## config.mk

```make
export PLATFORM = sky130hd
export DESIGN_NAME = nios_system_cpu_dct_packer
export DESIGN_NICKNAME = d
export VERILOG_FILES = /design/src/rtl/nios_system_cpu_dct_packer.sv
export SDC_FILE = /design/constraint.sdc
export NUM_CORES = 1
export LEC_CHECK = 0
export BUFFER_PORTS_ARGS = -buffer_cell sky130_fd_sc_hd__buf_2
export CORE_ASPECT_RATIO = 0.75
export CORE_MARGIN = 2
export CORE_UTILIZATION = 40
export CTS_BUF_LIST = sky130_fd_sc_hd__clkbuf_4 sky130_fd_sc_hd__clkbuf_8 sky130_fd_sc_hd__clkbuf_16
export CTS_CLUSTER_SIZE = 14
export DETAILED_ROUTE_END_ITERATION = 12
export PLACE_DENSITY = 0.7
export SETUP_SLACK_MARGIN = 0.5
export SYNTH_ARGS = -nofsm -noshare
export SYNTH_HDL_FRONTEND = slang
export SYNTH_SLANG_ARGS = --single-unit
```

## constraint.sdc

```tcl
create_clock -name clk -period 2.7 [get_ports clk]
set_input_delay 0.135 -clock clk [delete_from_list [all_inputs] [get_ports clk]]
set_output_delay 0.135 -clock clk [all_outputs]
set_load 0.01 [all_outputs]
```

## src/rtl/nios_system_cpu_dct_packer.sv

```systemverilog
// nios_system_cpu_dct_packer
//
// Packs 2-bit on-chip-debug trace codes into 30-bit frames of up to 15 slots
// (slot i lives in bits [2i+1:2i]) and hands finished frames to the trace RAM
// writer. It also runs the end-of-test drain, so simulation only stops once
// all captured trace has been written out.
//
// Optional feature macro: DCT_BACKPRESSURE_EN
//   defined   : code_ready drops while the accumulator is full and the holding
//               register is busy; no code is ever dropped.
//   undefined : code_ready is always 1 out of reset; a code that arrives while
//               the accumulator is full and the holding register is busy is
//               dropped and sets the sticky overflow flag.
//
// Ports
//   clk, reset_n        clock, asynchronous active-low reset
//   trace_enable        codes are accepted only while high
//   code_valid/code     trace code input; code_ready is the registered ready
//   flush               one-cycle pulse: emit the partial frame
//   out_valid/out_ready frame handshake towards the trace RAM
//   dct_buffer          frame data (unused upper slots are zero)
//   dct_count           number of valid slots, 1..15
//   overflow/ovf_clear  sticky drop flag and its clear
//   test_ending         level request for the end-of-test drain
//   test_has_ended      sticky, set once the drain is complete
//   dbg_state           current FSM state (RUN=0, DRAIN=1, DONE=2)
//
// Handshake: a transfer happens on every rising clk edge where valid and
// ready are both high; valid, once raised, holds its data stable until that
// edge, and ready never depends combinationally on valid.

module nios_system_cpu_dct_packer (
  input  logic        clk,
  input  logic        reset_n,
  input  logic        trace_enable,
  input  logic        code_valid,
  input  logic [1:0]  code,
  output logic        code_ready,
  input  logic        flush,
  output logic        out_valid,
  input  logic        out_ready,
  output logic [29:0] dct_buffer,
  output logic [3:0]  dct_count,
  output logic        overflow,
  input  logic        ovf_clear,
  input  logic        test_ending,
  output logic        test_has_ended,
  output logic [1:0]  dbg_state
);

  typedef enum logic [1:0] {
    ST_RUN   = 2'd0,
    ST_DRAIN = 2'd1,
    ST_DONE  = 2'd2
  } state_t;

  state_t      state_q;
  logic [29:0] acc_data_q, acc_data_d;
  logic [3:0]  acc_cnt_q, acc_cnt_d;
  logic [29:0] hold_data_q, hold_data_d;
  logic [3:0]  hold_cnt_q, hold_cnt_d;
  logic        out_valid_q, out_valid_d;
  logic        flush_pend_q, flush_pend_d;
  logic        overflow_q, overflow_d;
  logic        code_ready_q, code_ready_d;
  logic        ended_q;

  logic        take, hold_free, acc_full, flush_eff, xfer, drop;
  logic [29:0] m_data;
  logic [3:0]  m_cnt;

  always_comb begin
    take      = code_valid && code_ready_q && trace_enable && (state_q == ST_RUN);
    hold_free = !out_valid_q || out_ready;
    acc_full  = (acc_cnt_q == 4'd15);
    // DRAIN behaves like a flush that stays asserted.
    flush_eff = flush_pend_q || (state_q == ST_DRAIN);
    m_data    = acc_data_q;
    m_cnt     = acc_cnt_q;
    xfer      = 1'b0;
    drop      = 1'b0;

    if (acc_full) begin
      // A full accumulator moves out as soon as the holding slot frees up;
      // a code arriving while it cannot move has nowhere to go.
      xfer = hold_free;
      drop = take && !hold_free;
    end else begin
      // A code accepted on this edge joins the frame that may leave on it.
      if (take) begin
        m_data[{acc_cnt_q, 1'b0} +: 2] = code;
        m_cnt = acc_cnt_q + 4'd1;
      end
      xfer = hold_free && ((m_cnt == 4'd15) || (flush_eff && (m_cnt != 4'd0)));
    end

    acc_data_d  = m_data;
    acc_cnt_d   = m_cnt;
    hold_data_d = hold_data_q;
    hold_cnt_d  = hold_cnt_q;
    out_valid_d = out_valid_q && !out_ready;
    if (xfer) begin
      hold_data_d = m_data;
      hold_cnt_d  = m_cnt;
      out_valid_d = 1'b1;
      acc_data_d  = '0;
      acc_cnt_d   = 4'd0;
      // Full accumulator leaving while a new code arrives: code opens the next frame.
      if (acc_full && take) begin
        acc_data_d = {28'd0, code};
        acc_cnt_d  = 4'd1;
      end
    end

    // A flush that would leave an empty accumulator is discarded.
    flush_pend_d = (flush_pend_q && !xfer) || (flush && (acc_cnt_d != 4'd0));
    // Set wins over clear.
    overflow_d   = drop || (overflow_q && !ovf_clear);

`ifdef DCT_BACKPRESSURE_EN
    // Accumulator still full after this edge means the holding slot is busy.
    code_ready_d = (acc_cnt_d != 4'd15);
`else
    code_ready_d = 1'b1;
`endif
  end

  always_ff @(posedge clk or negedge reset_n) begin
    if (!reset_n) begin
      state_q      <= ST_RUN;
      acc_data_q   <= '0;
      acc_cnt_q    <= '0;
      hold_data_q  <= '0;
      hold_cnt_q   <= '0;
      out_valid_q  <= 1'b0;
      flush_pend_q <= 1'b0;
      overflow_q   <= 1'b0;
      code_ready_q <= 1'b0;
      ended_q      <= 1'b0;
    end else begin
      acc_data_q   <= acc_data_d;
      acc_cnt_q    <= acc_cnt_d;
      hold_data_q  <= hold_data_d;
      hold_cnt_q   <= hold_cnt_d;
      out_valid_q  <= out_valid_d;
      flush_pend_q <= flush_pend_d;
      overflow_q   <= overflow_d;
      code_ready_q <= code_ready_d;
      case (state_q)
        ST_RUN: begin
          if (test_ending) state_q <= ST_DRAIN;
        end
        ST_DRAIN: begin
          // Done once the last handshake has emptied everything.
          if ((acc_cnt_q == 4'd0) && !out_valid_q) begin
            state_q <= ST_DONE;
            ended_q <= 1'b1;
          end
        end
        default: state_q <= ST_DONE;
      endcase
    end
  end

  assign code_ready     = code_ready_q;
  assign out_valid      = out_valid_q;
  assign dct_buffer     = hold_data_q;
  assign dct_count      = hold_cnt_q;
  assign overflow       = overflow_q;
  assign test_has_ended = ended_q;
  assign dbg_state      = state_q;

endmodule

```

==> results.yml, run 1 <==
routing:
  met2_wirelength_um: 4160
  vias: 2690
  wl_met1_um: 4120
  detail_route.iter0.violations: 132
  ant_nets: 0
  wl_per_cell_um: 16.8
  totalWireLength_um: 8810
  drt_pass1_iterations: 4
  drc: 0
  top_signal_layer_used: "met4"
  routed-wl-met3_um: 460
  via_per_inst: 5.14
grt:
  globalRouteOverflowTotal: 0
  vias_in_the_first_global_route: 2839
  grt_pass1_wl_um: 14700
  largest_net_degree_at_the_start_of_global_routing: 76
  grt_usage_pct: 19.2
  grt_antenna_before_repair: 0
synth:
  yosys.area.top_type: "sky130_fd_sc_hd__dfrtp_1"
  synthArstFlopShare_pct: 100
  netlist.area_leader.share_pct: 51.1
  synthesis.instances: 330
  syn_area_mm2: 0.00367
  avgSynthCellArea_um2: 11.1
  synth_seq_cells: 75
  dominant_synthesized_flop_cell: "sky130_fd_sc_hd__dfrtp_1"
  ys_top_cells_by_area: "sky130_fd_sc_hd__dfrtp_1 (51%), sky130_fd_sc_hd__mux2i_1 (17%), sky130_fd_sc_hd__inv_1 (3.8%), sky130_fd_sc_hd__nor2_1 (3.6%), sky130_fd_sc_hd__buf_6 (2.1%)"
  synth_seq_area_share_pct: 51.1
  synth_warnings: 0
  synth_nets: 344
  number_of_flops_mapped_to_enable_cells_by_yosys: 0
  yosysUniqueCellTypes: 50
final_layout:
  post_route_cells_drive_above_1_share_pct: 36.0
  final_common_cell: "sky130_fd_sc_hd__dfrtp_1"
  n_antenna_cell: 0
  most-common-layout-cells: "sky130_fd_sc_hd__dfrtp_1 (73), sky130_fd_sc_hd__mux2i_1 (57), sky130_fd_sc_hd__buf_2 (48), sky130_fd_sc_hd__inv_1 (36), sky130_fd_sc_hd__nor2_1 (21)"
  final_net_count: 420
  areaGrowthSynthToFinish_pct: 30.7
  final_instance_area_mm2: 0.00480
sta:
  fin_skew_ns: 0.00758
  max-slew-margin-rel_pct: 38.1
  post-route-min-period_ns: 2.27
  layout_setup_ws_ns: 0.428
  timing.final.crit_share_pct: 84.1
  timing.fmax_ghz: 0.440
  hold_viol: 0
  setup-violations-final: 0
  worst_slew_pin_slew_ns: 0.928
  max_transition_viols_final: 0
  grt_setup_unrepaired: "true"
  tns_ns: 0
worst_setup_path:
  wp_data_arrival_ns: 2.53
  regToRegStartpoint: "acc_cnt_q[1]$_DFF_PN0_"
  criticalPathCategory: "flop to flop"
  cp_max_fo: 8
  r2r_end: "dct_buffer[5]$_DFFE_PN0N_"
  r2r_slack_ns: 0.43
  r2r_cells: 10
  worst_setup_path_start_kind: "flop"
  crit_required_ns: 2.96
  end_kind: "flop"
floorplan:
  start_util_pct: 41.0
  die-area_mm2: 0.00998
  placementRows: 30
  dieWidth_um: 115
  floorplan.die.height_um: 87.0
  io_pins: 50
  core_area_mm2: 0.00897
place:
  post_dp_cell_area_mm2: 0.00406
  finalWeightedCongestion: 0.872
  detailedPlacementHpwl_um: 5330
  worst_slack_placed_ns: 0.0598
  io_buffers: 49
power:
  combinationalPowerShare_pct: 35.1
  cellLeakagePower_nw: 2.34
  p_per_area_mw_per_mm2: 799
  net-switching-power_mw: 1.25
  power.internal_mw: 2.59
  switching_share_pct: 32.5
  worst_case_vdd_ir_drop_uv: 360
  power.clock.fraction_pct: 31.9
  total_power_mw: 3.84
  flop_pwr_share_pct: 33.1
cts:
  htree_levels: 3
  buffers_from_clock_root_to_sink_at_most: 2
  numCtsBuffers: 9
  tritoncts_num_sinks: 75
  cts_tree: "done"
  worst_setup_hold_path_clk_slew_ns: 0.06
  worst_skew_pair.late_latency_ns: 0.34
  cts_root_buf: "sky130_fd_sc_hd__clkbuf_16"
job:
  max_cap_violations: 0
min_path:
  worstHoldPathCells: 3
  hold_path_end: "dbg_state[0]$_DFFE_PN0P_"
  hp-class: "input port to flop"
  hold_path.startpoint: "test_ending"
outcome:
  outcome: "complete, no violations"
==> sequential cells by signal, summed over array words and instances (netlist names) <==
signal and count:
test_has_ended 1, overflow 1, dct_count 4, out_valid 1, dct_buffer 30, acc_cnt_q 4, dbg_state 2, flush_pend_q 1
code_ready 1, acc_data_q 30
==> per-layer routing <==
metal	GRT usage (%)	vias up
met4	5.76	0
li1	-	1281
met3	4.59	7
met1	26.6	1333
met2	30.1	69
met5	0	-
==> critical path: stages (launching register included) <==
cell and delay [ns]:
sky130_fd_sc_hd__dfrtp_1 0.38, sky130_fd_sc_hd__buf_6 0.12, sky130_fd_sc_hd__inv_4 0.03, sky130_fd_sc_hd__ha_4 0.29
sky130_fd_sc_hd__nor4b_4 0.22, sky130_fd_sc_hd__a31o_2 0.22, sky130_fd_sc_hd__o211ai_4 0.10, sky130_fd_sc_hd__o22ai_4 0.30
sky130_fd_sc_hd__buf_6 0.20, sky130_fd_sc_hd__buf_12 0.14, sky130_fd_sc_hd__mux2i_1 0.19
==> area by class of cell <==
type	count	area, um2
clock buffers	10	233
clock inverters	6	72.6
fillers	753	4170
inverters	38	148
multi-input cells	202	1710
flip-flops and latches	75	1880
well taps	112	140
repair buffers	80	618
==> how the worst max path moves through the flow <==
| stage | from | end | slack (ns) |
|---|---|---|---|
| after floorplan | acc_cnt_q[0]$_DFF_PN0_ | dct_buffer[0]$_DFFE_PN0N_ | 0.44 |
| after global placement | acc_cnt_q[0]$_DFF_PN0_ | dct_buffer[22]$_DFFE_PN0N_ | 0.19 |
| after detailed placement | acc_cnt_q[0]$_DFF_PN0_ | dct_buffer[27]$_DFFE_PN0N_ | 0.06 |
| after CTS | acc_cnt_q[1]$_DFF_PN0_ | dct_buffer[5]$_DFFE_PN0N_ | 0.45 |
| after global routing | acc_cnt_q[1]$_DFF_PN0_ | dct_buffer[7]$_DFFE_PN0N_ | 0.32 |
| final | acc_cnt_q[1]$_DFF_PN0_ | dct_buffer[5]$_DFFE_PN0N_ | 0.43 |
==> synth_stat cells, types with 2 or more instances <==
library cell                n
sky130_fd_sc_hd__mux2i_1   62
sky130_fd_sc_hd__dfrtp_1   75
sky130_fd_sc_hd__ha_1       4
sky130_fd_sc_hd__buf_6      7
sky130_fd_sc_hd__buf_4      2
sky130_fd_sc_hd__xor2_1     2
sky130_fd_sc_hd__clkbuf_1   4
sky130_fd_sc_hd__nand2b_1   5
sky130_fd_sc_hd__a21oi_1    4
sky130_fd_sc_hd__o21bai_1   2
sky130_fd_sc_hd__nand3_1   11
sky130_fd_sc_hd__buf_2      3
sky130_fd_sc_hd__nor2_1    35
sky130_fd_sc_hd__or2_2      3
sky130_fd_sc_hd__mux2_2     5
sky130_fd_sc_hd__nand2_1   12
sky130_fd_sc_hd__o22ai_1    2
sky130_fd_sc_hd__nand4_1    5
sky130_fd_sc_hd__and2_1     5
sky130_fd_sc_hd__nor4_2     3
sky130_fd_sc_hd__o211ai_1   5
sky130_fd_sc_hd__nor2b_1    2
sky130_fd_sc_hd__and3_1     6
sky130_fd_sc_hd__xnor2_1    2
sky130_fd_sc_hd__inv_1     37
sky130_fd_sc_hd__nor3_1     3
==> power groups by stage <==
stage	clock network (mW)	registers, mW	logic, mW
global placement	0	1.30	0.905
floorplan	0	1.31	0.705
detailed placement	0	1.30	0.925
CTS	1.24	1.27	1.30
finish	1.22	1.27	1.35
global route	1.29	1.28	1.44
==> kinds of logic (layout without fill, tap and decap cells) <==
kind of cell               after synthesis  after routing  share of synthesized area, %
adders and majority gates                4              4                          1.36
DFF                                     75             75                          51.1
xor gates and xnor gates                 4              4                         0.954
AOI/OAI and AO/OA                       25             26                          6.09
buffers and inverters                   54            134                          7.25
other                                    1              1                         0.102
and+or+nand+nor                         99             99                          14.3
muxes                                   68             68                          18.8
==> what timing repair did <==
| action | CTS | global route |
|---|---|---|
| pin swaps | 8 | 7 |
| hold endpoints to repair | 76 | 0 |
| setup buffers | 15 | 2 |
| gates resized for setup | 25 | 21 |
| cloned | 5 | 0 |
| hold buffers | 2 | 0 |
| endpoints found under the setup margin | 69 | 69 |
==> per-stage QoR <==
step / hold slack, ns / instances / util, %
after CTS: 0.0243 / 521 / 52.5
after global routing: 0.0541 / 523 / 53.5
final: 0.0242 / 523 / 53.5
after floorplan: -0.161 / 330 / -
after global placement: 0.325 / 483 / 45.2
after detailed placement: 0.338 / 483 / 45.2
No activity file was read; power rests on OpenSTA's default activity.
==> inputs of run 2 (changes only) <==
--- a/config.mk
+++ b/config.mk
@@ -5,6 +5,7 @@
 export SDC_FILE = /design/constraint.sdc
 export NUM_CORES = 1
 export LEC_CHECK = 0
+export ABC_AREA = 1
 export BUFFER_PORTS_ARGS = -buffer_cell sky130_fd_sc_hd__buf_2
 export CORE_ASPECT_RATIO = 0.75
 export CORE_MARGIN = 2
@@ -12,7 +13,7 @@
 export CTS_BUF_LIST = sky130_fd_sc_hd__clkbuf_4 sky130_fd_sc_hd__clkbuf_8 sky130_fd_sc_hd__clkbuf_16
 export CTS_CLUSTER_SIZE = 14
 export DETAILED_ROUTE_END_ITERATION = 12
-export PLACE_DENSITY = 0.7
+export PLACE_DENSITY = 0.68
 export SETUP_SLACK_MARGIN = 0.5
 export SYNTH_ARGS = -nofsm -noshare
 export SYNTH_HDL_FRONTEND = slang
==> constraint.sdc (replaced) <==
create_clock -name clk -period 2.1 [get_ports clk]
set_input_delay 0.105 -clock clk [delete_from_list [all_inputs] [get_ports clk]]
set_output_delay 0.105 -clock clk [all_outputs]
set_load 0.01 [all_outputs]
==> results.yml, run 2 <==
grt:
  largest_net_degree_at_the_start_of_global_routing: 46
  grt_pass1_wl_um: 14000
  grt_antenna_before_repair: 0
  grt_usage_pct: 20.0
  vias_in_the_first_global_route: 2807
  globalRouteOverflowTotal: 0
synth:
  avgSynthCellArea_um2: 8.66
  syn_area_mm2: 0.00336
  ys_top_cells_by_area: "sky130_fd_sc_hd__dfrtp_1 (56%), sky130_fd_sc_hd__nand2_1 (10%), sky130_fd_sc_hd__nor2_1 (5.9%), sky130_fd_sc_hd__o21ai_0 (4.2%), sky130_fd_sc_hd__inv_1 (3.6%)"
  synth_seq_area_share_pct: 55.9
  synthesis.instances: 388
  synth_warnings: 0
  number_of_flops_mapped_to_enable_cells_by_yosys: 0
  post-synth-top-count-cell: "sky130_fd_sc_hd__nand2_1"
  yosysUniqueCellTypes: 32
  yosys.area.top_type: "sky130_fd_sc_hd__dfrtp_1"
  synth_nets: 402
  top_cells_by_instance_count_after_synthesis: "sky130_fd_sc_hd__nand2_1 (93), sky130_fd_sc_hd__dfrtp_1 (75), sky130_fd_sc_hd__nor2_1 (53)"
  dominant_synthesized_flop_cell: "sky130_fd_sc_hd__dfrtp_1"
  synth_seq_cells: 75
  netlist.area_leader.share_pct: 55.9
  synthArstFlopShare_pct: 100
worst_setup_path:
  cp_slowest_stage_delay_ns: 0.48
  critPathTopFamily: "simple AND/OR/NAND/NOR gates"
  critical-path-slowest-cell: "sky130_fd_sc_hd__dfrtp_2"
  worst_setup_path_start_kind: "flop"
  wp_data_arrival_ns: 2.20
  crit_required_ns: 2.38
  criticalPathCategory: "flop to flop"
  worst-path-buf-inv: 3
  critPathMostFrequentCell: "sky130_fd_sc_hd__nand2_1"
  cp_max_fo: 12
  sequence_of_cells_on_the_critical_path: "inv_4 > ha_4 > nand2_1 > nand2_2 > nand3_2 > nand2_1 > nand2_1 > nand2_2 > nand2_8 > inv_6 > buf_12 > nor2_1 > a31oi_1"
  end_kind: "flop"
place:
  io_buffers: 49
  finalWeightedCongestion: 0.915
  dp.cells: 540
  post_dp_cell_area_mm2: 0.00381
  detailedPlacementHpwl_um: 5500
  worst_slack_placed_ns: 0.111
final_layout:
  areaGrowthSynthToFinish_pct: 35.5
  final_net_count: 485
  area_occupied_by_multi_input_gates_mm2: 0.00155
  final_instance_area_mm2: 0.00455
  final_common_cell: "sky130_fd_sc_hd__nand2_1"
  layoutNonFillerInstCount: 581
  n_antenna_cell: 0
  post_route_cells_drive_above_1_share_pct: 38.0
  fillerInstances: 725
  most-common-layout-cells: "sky130_fd_sc_hd__nand2_1 (78), sky130_fd_sc_hd__dfrtp_1 (71), sky130_fd_sc_hd__buf_2 (49), sky130_fd_sc_hd__nor2_1 (42), sky130_fd_sc_hd__o21ai_1 (32)"
  sequential_cell_area_mm2: 0.00188
min_path:
  hp-class: "input port to flop"
cts:
  cts_root_buf: "sky130_fd_sc_hd__clkbuf_8"
  tritoncts_num_sinks: 75
  numCtsBuffers: 9
  buffers_from_clock_root_to_sink_at_most: 2
  worst_skew_pair.late_latency_ns: 0.36
  htree_levels: 3
  cts_tree: "done"
  worst_setup_hold_path_clk_slew_ns: 0.07
floorplan:
  io_pins: 50
  die-area_mm2: 0.00916
  floorplan.die.height_um: 83.4
  dieWidth_um: 110
  start_util_pct: 41.9
  core_area_mm2: 0.00802
  placementRows: 28
job:
  max_cap_violations: 0
sta:
  timing.fmax_ghz: 0.521
  max_transition_viols_final: 0
  post-route-min-period_ns: 1.92
  fin_skew_ns: 0.00997
  layout_setup_ws_ns: 0.182
  hold_viol: 0
  grt_setup_unrepaired: "true"
  worst_slew_pin_slew_ns: 0.706
  timing.final.crit_share_pct: 91.4
  tns_ns: 0
  max-slew-margin-rel_pct: 53.0
  setup-violations-final: 0
routing:
  wl_per_cell_um: 14.5
  totalWireLength_um: 8440
  vias: 2824
  ant_nets: 0
  via_per_inst: 4.86
  drc: 0
  drt_pass1_iterations: 4
  detail_route.iter0.violations: 207
outcome:
  outcome: "complete, no violations"
power:
  worst_case_vdd_ir_drop_uv: 424
  p_per_area_mw_per_mm2: 962
  cellLeakagePower_nw: 2.28
run 2: cell count changes after synthesis, sizes merged, moves of 4 or more:
| cell | change |
|---|---|
| mux2i | -57 |
| nand2 | +85 |
| nor3 | +8 |
| o21ai | +42 |
| and2 | -4 |
| o211ai | -6 |
| nor2 | +20 |
| a21oi | +13 |
| nor4 | -4 |
| and3 | -6 |
| mux2 | -6 |
| nand2b | -5 |
run 2: logic make-up after synthesis:
group	synth area share (%)
flops	55.9
other cells	0.112
compound gates	10.9
mux	1.49
simple gates	23.0
buf+inv	6.63
xor+xnor	0.484
fa+ha+maj	1.49
run 2: worst paths after layout:
path,from,to,slack (ns),cells after the start
worst max-delay path,acc_cnt_q[1]$_DFF_PN0_,dct_buffer[22]$_DFFE_PN0N_,0.18,13
worst min-delay path,code[1],acc_data_q[25]$_DFF_PN0_,0.10,3
max in group asynchronous,reset_n,acc_cnt_q[3]$_DFF_PN0_,1.08,3
worst min register to register,test_has_ended$_DFFE_PN0P_,test_has_ended$_DFFE_PN0P_,0.47,1
min in group asynchronous,reset_n,dct_count[2]$_DFFE_PN0N_,0.32,2
worst max register to register,acc_cnt_q[1]$_DFF_PN0_,dct_buffer[22]$_DFFE_PN0N_,0.18,13
run 2: worst min-delay path, stage by stage:
cell                      delay (ns)
sky130_fd_sc_hd__buf_2          0.14
sky130_fd_sc_hd__o21ai_2        0.08
sky130_fd_sc_hd__nor2_1         0.09
run 2: power breakdown:
part	internal, mW	total, mW	switching (mW)
Clock	0.625	1.15	0.522
Combinational	0.635	1.55	0.913
Sequential	1.58	1.68	0.107
run 2: what timing repair did:
item                                   CTS  global route
hold buffers                             4             0
buffers inserted                        15             4
pin swaps                               18            17
endpoints found under the hold margin   31             0
cloned                                   1             1
resized for setup                       64            30
setup endpoints to repair               69            70
run 2: metrics by stage:
stage	utilization (%)	hold WS (ns)	power [mW]
floorplan	-	-0.191	2.44
global placement	47.5	0.189	2.75
detailed placement	47.5	0.196	2.77
CTS	55.0	0.0780	4.22
global route	56.7	0.117	4.63
finish	56.7	0.103	4.38
run 2: per-layer routing:
| metal | wire length (um) | part of all wire (%) | GRT usage (%) | vias to the layer above |
|---|---|---|---|---|
| li1 | - | - | - | 1419 |
| met1 | 4180 | 49 | 29.9 | 1299 |
| met2 | 3490 | 41 | 26.0 | 90 |
| met3 | 571 | 6.8 | 6.36 | 16 |
| met4 | 204 | 2.4 | 8.75 | 0 |
| met5 | 0 | 0 | 0 | - |
run 2: layout make-up:
type / instances / share of cell area, %
Inverter: 38 / 3.41
Timing Repair Buffer: 83 / 13.7
Sequential cell: 75 / 41.3
Tap cell: 105 / 2.89
Clock inverter: 4 / 1.07
Multi-Input combinational cell: 264 / 34.1
Clock buffer: 12 / 3.49
